--- src/rtl/multicycle_control.sv ---
// multicycle_control: Moore control FSM for the 8-bit multicycle MIPS datapath.
// Steps each instruction through fetch/decode/execute/memory/writeback and
// drives every datapath enable and mux select from the state register.
// Optional feature macro: CTRL_ADDI_EN adds the ADDIEX/ADDIWB states so that
// opcode 001000 runs as addi. Without it, that opcode is treated as illegal.
module multicycle_control (
    input  logic       clock,
    input  logic       reset_n,
    input  logic [5:0] Op,
    input  logic       Zero,
    output logic       PCEn,
    output logic       IorD,
    output logic       MemWrite,
    output logic       IRWrite,
    output logic       RegDst,
    output logic       MemtoReg,
    output logic       RegWrite,
    output logic       ALUSrcA,
    output logic [1:0] ALUSrcB,
    output logic [1:0] ALUOp,
    output logic [1:0] PCSrc,
    output logic       IllegalOp,
    output logic [3:0] State
);

    typedef enum logic [3:0] {
        ST_RESET  = 4'd0,
        ST_FETCH  = 4'd1,
        ST_DECODE = 4'd2,
        ST_MEMADR = 4'd3,
        ST_MEMRD  = 4'd4,
        ST_MEMWB  = 4'd5,
        ST_MEMWR  = 4'd6,
        ST_EXEC   = 4'd7,
        ST_ALUWB  = 4'd8,
        ST_BRANCH = 4'd9,
`ifdef CTRL_ADDI_EN
        ST_JUMP   = 4'd10,
        ST_ADDIEX = 4'd11,
        ST_ADDIWB = 4'd12
`else
        ST_JUMP   = 4'd10
`endif
    } state_t;

    localparam logic [5:0] OP_LW   = 6'b100011;
    localparam logic [5:0] OP_SW   = 6'b101011;
    localparam logic [5:0] OP_RTYP = 6'b000000;
    localparam logic [5:0] OP_BEQ  = 6'b000100;
    localparam logic [5:0] OP_J    = 6'b000010;
`ifdef CTRL_ADDI_EN
    localparam logic [5:0] OP_ADDI = 6'b001000;
`endif

    state_t state_q;
    state_t state_d;

    // Internal-only controls; PCEn is formed from them.
    logic pc_write;
    logic branch;

    // State register: async active-low reset parks the FSM in RESET at once.
    always_ff @(posedge clock or negedge reset_n) begin
        if (!reset_n) begin
            state_q <= ST_RESET;
        end else begin
            state_q <= state_d;
        end
    end

    // Next-state logic; Op is only consulted in DECODE and MEMADR.
    always_comb begin
        state_d   = state_q;
        IllegalOp = 1'b0;
        case (state_q)
            ST_RESET:  state_d = ST_FETCH;
            ST_FETCH:  state_d = ST_DECODE;
            ST_DECODE: begin
                case (Op)
                    OP_LW, OP_SW: state_d = ST_MEMADR;
                    OP_RTYP:      state_d = ST_EXEC;
                    OP_BEQ:       state_d = ST_BRANCH;
                    OP_J:         state_d = ST_JUMP;
`ifdef CTRL_ADDI_EN
                    OP_ADDI:      state_d = ST_ADDIEX;
`endif
                    default: begin
                        // Unsupported opcode: flag it and abandon the instruction.
                        state_d   = ST_FETCH;
                        IllegalOp = 1'b1;
                    end
                endcase
            end
            ST_MEMADR: state_d = (Op == OP_LW) ? ST_MEMRD : ST_MEMWR;
            ST_MEMRD:  state_d = ST_MEMWB;
            ST_EXEC:   state_d = ST_ALUWB;
`ifdef CTRL_ADDI_EN
            ST_ADDIEX: state_d = ST_ADDIWB;
`endif
            // MEMWB, MEMWR, ALUWB, BRANCH, JUMP, ADDIWB and unused codes.
            default:   state_d = ST_FETCH;
        endcase
    end

    // Moore output decode; everything not named in a state stays 0.
    always_comb begin
        pc_write = 1'b0;
        branch   = 1'b0;
        IorD     = 1'b0;
        MemWrite = 1'b0;
        IRWrite  = 1'b0;
        RegDst   = 1'b0;
        MemtoReg = 1'b0;
        RegWrite = 1'b0;
        ALUSrcA  = 1'b0;
        ALUSrcB  = 2'b00;
        ALUOp    = 2'b00;
        PCSrc    = 2'b00;
        case (state_q)
            ST_FETCH: begin
                IRWrite  = 1'b1;
                pc_write = 1'b1;
                ALUSrcB  = 2'b01;
            end
            ST_DECODE: ALUSrcB = 2'b11;
            ST_MEMADR: begin
                ALUSrcA = 1'b1;
                ALUSrcB = 2'b10;
            end
            ST_MEMRD:  IorD = 1'b1;
            ST_MEMWB: begin
                MemtoReg = 1'b1;
                RegWrite = 1'b1;
            end
            ST_MEMWR: begin
                IorD     = 1'b1;
                MemWrite = 1'b1;
            end
            ST_EXEC: begin
                ALUSrcA = 1'b1;
                ALUOp   = 2'b10;
            end
            ST_ALUWB: begin
                RegDst   = 1'b1;
                RegWrite = 1'b1;
            end
            ST_BRANCH: begin
                ALUSrcA = 1'b1;
                ALUOp   = 2'b01;
                PCSrc   = 2'b01;
                branch  = 1'b1;
            end
            ST_JUMP: begin
                PCSrc    = 2'b10;
                pc_write = 1'b1;
            end
`ifdef CTRL_ADDI_EN
            ST_ADDIEX: begin
                ALUSrcA = 1'b1;
                ALUSrcB = 2'b10;
            end
            ST_ADDIWB: RegWrite = 1'b1;
`endif
            default: ;
        endcase
    end

    // Zero only matters in BRANCH, where it gates the PC update.
    assign PCEn  = pc_write | (branch & Zero);
    assign State = state_q;

endmodule

--- config.mk ---
export PLATFORM = sky130hd
export DESIGN_NAME = multicycle_control
export DESIGN_NICKNAME = d
export VERILOG_FILES = /design/src/rtl/multicycle_control.sv
export SDC_FILE = /design/constraint.sdc
export NUM_CORES = 1
export LEC_CHECK = 0
export CORE_AREA = 3 3 40 42
export CTS_CLUSTER_SIZE = 10
export DETAILED_ROUTE_END_ITERATION = 8
export DIE_AREA = 0 0 43 45
export PLACE_DENSITY_LB_ADDON = 0.12
export SETUP_SLACK_MARGIN = 0.1
export SKIP_LAST_GASP = 1
export SLEW_MARGIN = 20
export SYNTH_ARGS = -nofsm -noshare
export SYNTH_HDL_FRONTEND = slang
export SYNTH_SLANG_ARGS = --single-unit
--- constraint.sdc ---
create_clock -name clock -period 2.5 [get_ports clock]
set_input_delay 0.5 -clock clock [delete_from_list [all_inputs] [get_ports clock]]
set_output_delay 0.5 -clock clock [all_outputs]
set_load 0.02 [all_outputs]
Word level (Yosys, flattened, before mapping)
Index checks and enable logic that the tools add are counted.
{"block": "classes", "eq_ne": 14, "muxes": 17, "bitwise_logic": 2, "n_reduce_logical": 7}
{"cell": "4-bit one-hot mux with 5 select lines", "n": 1}
{"cell": "4-bit by 3-bit == test with 1-bit output (second input constant)", "n": 4}
{"cell": "4-bit one-hot mux with 4 select lines", "n": 1}
{"cell": "4-bit == test (second input constant)", "n": 3}
{"cell": "6-bit == test (second input constant)", "n": 2}
{"cell": "1-bit two-way mux", "n": 11}
{"cell": "4-bit by 2-bit == test with 1-bit output (second input constant)", "n": 2}
{"cell": "2-bit one-hot mux with 2 select lines", "n": 2}
{"cell": "2-bit OR reduction", "n": 4}
{"cell": "6-bit by 2-bit == test with 1-bit output (second input constant)", "n": 1}
{"cell": "6-bit by 3-bit == test with 1-bit output (second input constant)", "n": 1}
{"cell": "6-bit logical NOT", "n": 1}
{"cell": "2-bit one-hot mux with 3 select lines", "n": 1}
{"cell": "5-bit OR reduction", "n": 1}
{"cell": "4-bit by 1-bit == test with 1-bit output (second input constant)", "n": 1}
{"cell": "3-bit OR reduction", "n": 1}
{"cell": "2-bit two-way mux", "n": 1}
{"cell": "1-bit AND", "n": 1}
{"cell": "1-bit OR", "n": 1}
{"block": "totals", "reg_bits": 4, "input_bits": 9, "output_inout_bits": 19, "wordCells": 41}

Depth between registers and ports, before layout
Gate-level depths: netlist of the first run.
{"block": "depth", "ltp_word": 4, "ltp_mapped": 4, "ltp_nobuf": 3}

Worst setup path after synthesis of the first run
No wires, ideal clock.
{"block": "synth_timing", "kind": "flip-flop to output port", "from": "register state_q[2] (netlist: State[2])", "to": "output port IllegalOp", "t_arrival_ps": 1547, "required_time_ps": 2000, "path_slack_ps": 453, "path_stages_with_launch": 4, "n_path_buf": 1, "path_cell_list": "dfrtp_1 > clkbuf_1 > or3_1 > nor3_1"}
{"block": "synth_between", "elab_chain_len": 2}
{"element": "from (decl)", "line": "55", "text": "state_t state_q;"}
{"element": "from (signal assigned)", "line": "67", "text": "state_q <= state_d;"}
{"element": "4-bit by 2-bit == test with 1-bit output", "line": "75", "text": "case (state_q)"}
{"element": "1-bit two-way mux", "line": "75"}
{"element": "to (decl)", "line": "22", "text": "output logic IllegalOp,"}
Every way passes these cells.

Worst setup path after layout of the first run
{"block": "layout_timing", "from": "input port Op[0]", "to": "output port IllegalOp"}
{"block": "layout_between", "elab_chain_len": 4, "word_cells_on_any_way": 8, "cone_classes": "4 x eq/ne; 2 x mux; 2 x reduce/logical"}
{"element": "from (decl)", "line": "9", "text": "input logic [5:0] Op,"}
{"element": "6-bit == test (tied with other cells)", "line": "79", "text": "case (Op)"}
{"element": "5-bit OR reduction (no line) *"}
{"element": "1-bit two-way mux *", "line": "79"}
{"element": "1-bit two-way mux *", "line": "75"}
Every way passes the cells marked *; elsewhere a longest branch is shown, timed or not.

==> results.toml, run 1 <==
[sta]
rsz0062_at_grt = "no"
tightest_slew_ps = 240
setup_viol = 0
drv_slew = 0
relSlewSlack_pct = 84.0
max_freq_mhz = 427
fin_crit_sh_pct = 93.7
hold_violations = 0
min_period_ps = 2340
finClkSkew_ps = 3.31
hold_slack_ps = 467

[global_route]
track_usage_pct = 15.0
use_met2_pct = 25.1
grt-busiest-layer = "met2"
antenna_found_initial = 0
grt_pass1_wl_um = 2170
use_met3_pct = 1.59
grt.met1_usage_pct = 17.8
first_global_vias = 491
gr-total-overflow = 0
grt_max_degree = 15

[placed_design]
dp_hpwl_um = 1010
gp_congestion = 0.843
place_area_um2 = 749
io_buffers = 27

[logic_synthesis]
synth.top_cells.by_area = "dfrtp_1, nor3_1, nor2_1"
synth.net_count = 65
synth_warnings = 0
synth_cells = 56
ys_async_sr_fraction_pct = 100
synth_top_area_share_pct = 24.3
synth_top_area_cell = "dfrtp_1"
yosys_register_bits = 4
synth-edff-count = 0
syn_area_per_cell_um2 = 7.35
syn_area_um2 = 412
synth_top_flop_cell = "dfrtp_1"
ys_seq_area_share_pct = 24.3
synthDistinctLibCells = 27

[detailed_routing]
drc = 0
vias = 533
ant_nets = 0
drt_iter0_drc = 7
post_drt_wl_per_cell_um = 11.7
detail_route.vias_per_cell = 5.03
routed_wl_um = 1240
first_pass_iters = 2

[cells_and_area]
multi_input_area_um2 = 289
n_fill_cell = 133
drive_above_1_share_pct = 16.5
final_cell_area_um2 = 790
n_antenna_cell = 0
nets = 102
ff_latch_area_um2 = 103
area_growth_pct = 91.8
largest_reg_flops = 4
post-route-util_pct = 61.4

[floorplan]
fp-row-count = 13
io_pins = 28
core_area_um2 = 1280
die_h_um = 45
die_area_um2 = 1940
initial_core_util_pct = 32.0
die_x_um = 43

[critical_path]
path_class = "input port to primary output"
cp.required_ps = 2000
crit_path_top_delay_cell = "clkdlybuf4s50_1"
cp_num_buf_inv = 2
start_kind = "input port"
worst_path_dominant_cell_family = "buffers and inverters"
cp.arrival_ps = 1840
max_stage_delay_ps = 420
crit_path_cell_trace = "clkdlybuf4s50_1 -> or3_4 -> a211oi_1 -> nor3_1 -> clkdlybuf4s15_1"
crit_path_end_kind = "primary output"
crit_fanout = 2

[clock_network]
clk_pin_slew_ps = 40
h-tree-depth = 1
post-cts-setup-buffer-count = 0
numCtsBuffers = 3
clk_latency_ps = 230
clockRootBuffer = "clkbuf_4"
cts_num_sinks = 4
cts_tree = "yes"
cts.path.max_buffers = 2
hold_buffers = 0

[status]
status = "complete, no violations"

[power]
peakVddDrop_mv = 0.441
leakage_nw = 0.383
power_density_nw_per_um2 = 1150

[job]
drv_cap = 0

[hold_path]
hp-class = "input port to async pin"
layer usage:
layer  wire length (µm)  up-vias  part of all wire (%)
met5                  0        -                     0
met3                 56        2                   4.5
met1                540      235                    44
met4                 14        0                   1.1
li1                   -      280                     -
met2                624       16                    50
power by group:
group	leakage [nW]	internal, mW	switching, mW
Combinational	0.322	0.332	0.369
Clock	0.0138	0.0535	0.0239
Sequential	0.0469	0.0963	0.0311
Total	0.383	0.482	0.424
Yosys cell counts, types with 2 or more instances:
cell      instances
o211ai_1          2
dfrtp_1           4
a21boi_0          2
nand2b_1          2
nor3_1            6
nor2_1            8
clkbuf_1          3
a21oi_1           2
or3_1             3
inv_1             3
nand3b_1          3
nand2_1           3
cells by family after synthesis:
| logic type | Yosys count | share of synthesized area (%) |
|---|---|---|
| XOR/XNOR | 1 | 2.13 |
| multiplexers | 1 | 2.43 |
| flip-flops | 4 | 24.3 |
| AO/OA/AOI/OAI | 12 | 20.1 |
| buffers and inverters | 6 | 5.47 |
| AND/OR/NAND/NOR | 32 | 45.6 |
metrics by stage:
stage | cells | total power [mW] | TNS (ps) | setup slack [ps]
floorplan | 56 | 0.506 | 0 | 453
global placement | 103 | 0.841 | -83.4 | -83.4
detailed placement | 103 | 0.844 | -105 | -105
CTS | 106 | 0.925 | 0 | 105
global route | 106 | 0.987 | 0 | 104
finish | 106 | 0.906 | 0 | 157
layout by cell type (no fill, tap or decap), types with 2 or more instances in the layout:
master / netlist / final
nor2_1: 8 / 8
nand2b_1: 2 / 2
clkbuf_4: 0 / 3
o211ai_1: 2 / 2
or3_1: 3 / 3
dfrtp_2: 0 / 2
clkdlybuf4s50_1: 0 / 20
buf_4: 0 / 8
dlymetal6s2s_1: 0 / 6
a21boi_0: 2 / 2
a21oi_1: 2 / 2
inv_1: 3 / 3
nand2_1: 3 / 3
nand3b_1: 3 / 3
dfrtp_1: 4 / 2
nor3_1: 6 / 6
timing repair:
item,in CTS,in global routing
gates cloned,0,0
resized for setup,2,8
endpoints found under the setup margin,2,8
worst paths after layout:
| check | from | endpoint | slack [ps] | depth (start not counted) |
|---|---|---|---|---|
| worst max-delay path | Op[0] | IllegalOp | 160 | 5 |
| worst min-delay path | reset_n | State[0]$_DFF_PN0_ | 470 | 1 |
| worst max register to register | State[1]$_DFF_PN0_ | State[2]$_DFF_PN0_ | 1180 | 4 |
| worst min register to register | State[3]$_DFF_PN0_ | State[0]$_DFF_PN0_ | 680 | 2 |
| max in group asynchronous | reset_n | State[3]$_DFF_PN0_ | 1850 | 1 |
| min in group clock | State[3]$_DFF_PN0_ | State[0]$_DFF_PN0_ | 680 | 2 |
area by class of cell:
cell class	count	area share, %
inverter	3	1.43
sequential	4	13.0
timing repair buffer	35	43.7
clock buffer	3	2.85
multi-input combinational	46	36.6
tap	15	2.38
No activity file was read; power rests on OpenSTA's default activity.
==> inputs of run 2 (changes only) <==
--- a/config.mk
+++ b/config.mk
@@ -9,6 +9,7 @@
 export CTS_CLUSTER_SIZE = 10
 export DETAILED_ROUTE_END_ITERATION = 8
 export DIE_AREA = 0 0 43 45
+export DONT_BUFFER_PORTS = 1
 export PLACE_DENSITY_LB_ADDON = 0.12
 export SETUP_SLACK_MARGIN = 0.1
 export SKIP_LAST_GASP = 1
==> run 2 against run 1 <==
  * Cell area shrank 36%
  * Flip-flop and latch count stayed put
  * Largest power group unchanged
  * Setup slack improved by 140 ps
  * Via count decreased by 18%
  * Critical path depth fell by 2
  * Combinational power fell by 32%
  * Clock power up 6.2%
  * Sequential power is 28% higher
  * Routed wire length down 8.7%
  * Highest routed layer is now met3
==> results.toml, run 2 (same netlist as run 1, synthesis figures left out) <==
[status]
status = "complete, no violations"

[detailed_routing]
routed_wl_um = 1130
ant_nets = 0
highest_layer = "met3"
post_drt_wl_per_cell_um = 14.3
drt_iter0_drc = 8
detail_route.vias_per_cell = 5.52
drc = 0
vias = 436
wl_met3_um = 124
first_pass_iters = 4
wl_met2_um = 553
m1WireLength_um = 452

[cells_and_area]
n_antenna_cell = 0
nets = 75
area_growth_pct = 22.5
drive_above_1_share_pct = 18.8
final_cells = 79
largest_reg_flops = 4
ff_latch_area_um2 = 100
multi_input_area_um2 = 289
n_fill_cell = 150
layout_commonest_cell = "nor2_1"
final_cell_mix = "nor2_1, buf_4, nor3_1"

[placed_design]
dp.cells = 75
dp_hpwl_um = 876
io_buffers = 0
gp_congestion = 0.681

[global_route]
gr-total-overflow = 0
antenna_found_initial = 0
first_global_vias = 438
track_usage_pct = 12.6
grt_max_degree = 15
grt_pass1_wl_um = 1780

[critical_path]
crit_path_end_kind = "primary output"
crit_fanout = 10
cp_num_cells = 3
cp.arrival_ps = 1710
crit_path_top_delay_cell = "dfrtp_1"
cp.required_ps = 2000
cp_num_buf_inv = 1
path_class = "flop to primary output"
start_kind = "flop"
max_stage_delay_ps = 600
crit_path_cell_trace = "inv_1 -> or3_1 -> a21oi_1"
ff2ff_path_depth = 3
worst_path_dominant_cell_family = "flip-flops"

[clock_network]
clockRootBuffer = "clkbuf_4"
cts.path.max_buffers = 2
cts_tree = "yes"
numCtsBuffers = 3
cts_num_sinks = 4
clk_pin_slew_ps = 40
clk_latency_ps = 240
h-tree-depth = 1
cts.repair.resized = 0

[hold_path]
hold-path-cell-count = 2
hp-class = "input port to flop"

[sta]
tightest_slew_ps = 498
setup_viol = 0
relSlewSlack_pct = 66.8
finClkSkew_ps = 3.14
fin_crit_sh_pct = 88.2
fin_tns_setup_ps = 0
rsz0062_at_grt = "no"
drv_slew = 0
hold_violations = 0
max_freq_mhz = 453
min_period_ps = 2210

[job]
drv_cap = 0

[floorplan]
initial_core_util_pct = 32.0
die_x_um = 43
io_pins = 28
core_area_um2 = 1280
fp-row-count = 13
die_area_um2 = 1940
die_h_um = 45

[power]
leakage_nw = 0.194
power_density_nw_per_um2 = 1430
peakVddDrop_mv = 0.366
run 2: cell types whose count changed in the layout (fill, tap and decap cells not counted), sizes merged:
cell,delta
clkdlybuf4s50,-20
dlygate4sd3,+1
dlymetal6s2s,-6
clkdlybuf4s15,-1
buf,-1
run 2: routing by layer:
layer	up-vias	global-route usage, %
li1	221	-
met2	20	20.1
met5	-	0
met3	0	1.99
met1	195	14.1
met4	0	12.7
run 2: final cells by class:
cell class / count / share of cell area (%)
Inverter: 3 / 2.23
Multi-Input combinational cell: 46 / 57.3
Sequential cell: 4 / 19.9
Tap cell: 15 / 3.72
Clock buffer: 3 / 4.47
Timing Repair Buffer: 8 / 12.4
run 2: worst register-to-register path, delay by kind of cell (launching register included):
kind,cells,cell delay [ps]
AND/OR/NAND/NOR,2,620
AO/OA/AOI/OAI,1,160
flip-flops,1,450
run 2: power by group:
part | leakage (nW) | switching, mW | internal (mW)
Combinational | 0.131 | 0.306 | 0.170
Clock | 0.0138 | 0.0283 | 0.0538
Sequential | 0.0497 | 0.0687 | 0.0931
run 2: worst paths after layout:
path | startpoint | endpoint | slack, ps
max | State[3]$_DFF_PN0_ | PCEn | 290
min | Op[4] | State[3]$_DFF_PN0_ | 440
max reg2reg | State[1]$_DFF_PN0_ | State[2]$_DFF_PN0_ | 1200
min reg2reg | State[1]$_DFF_PN0_ | State[3]$_DFF_PN0_ | 720
max in group asynchronous | reset_n | State[3]$_DFF_PN0_ | 1810
min in group asynchronous | reset_n | State[0]$_DFF_PN0_ | 530
run 2: metrics by stage:
stage                     hold WS (ps)  instance area, µm²  worst slack [ps]  total power [mW]  util (%)
after floorplan                    204                 412               453             0.506         -
after global placement             205                 472               540             0.643      36.7
after detailed placement           205                 472               524             0.639      36.7
after CTS                          433                 504               256             0.728      39.2
after global routing               450                 504               154             0.778      39.2
final                              441                 504               294             0.720      39.2
run 2: what timing repair did:
item                      in CTS  in global routing
setup buffers                  0                  0
hold buffers                   1                  0
hold endpoints to repair       4                  0
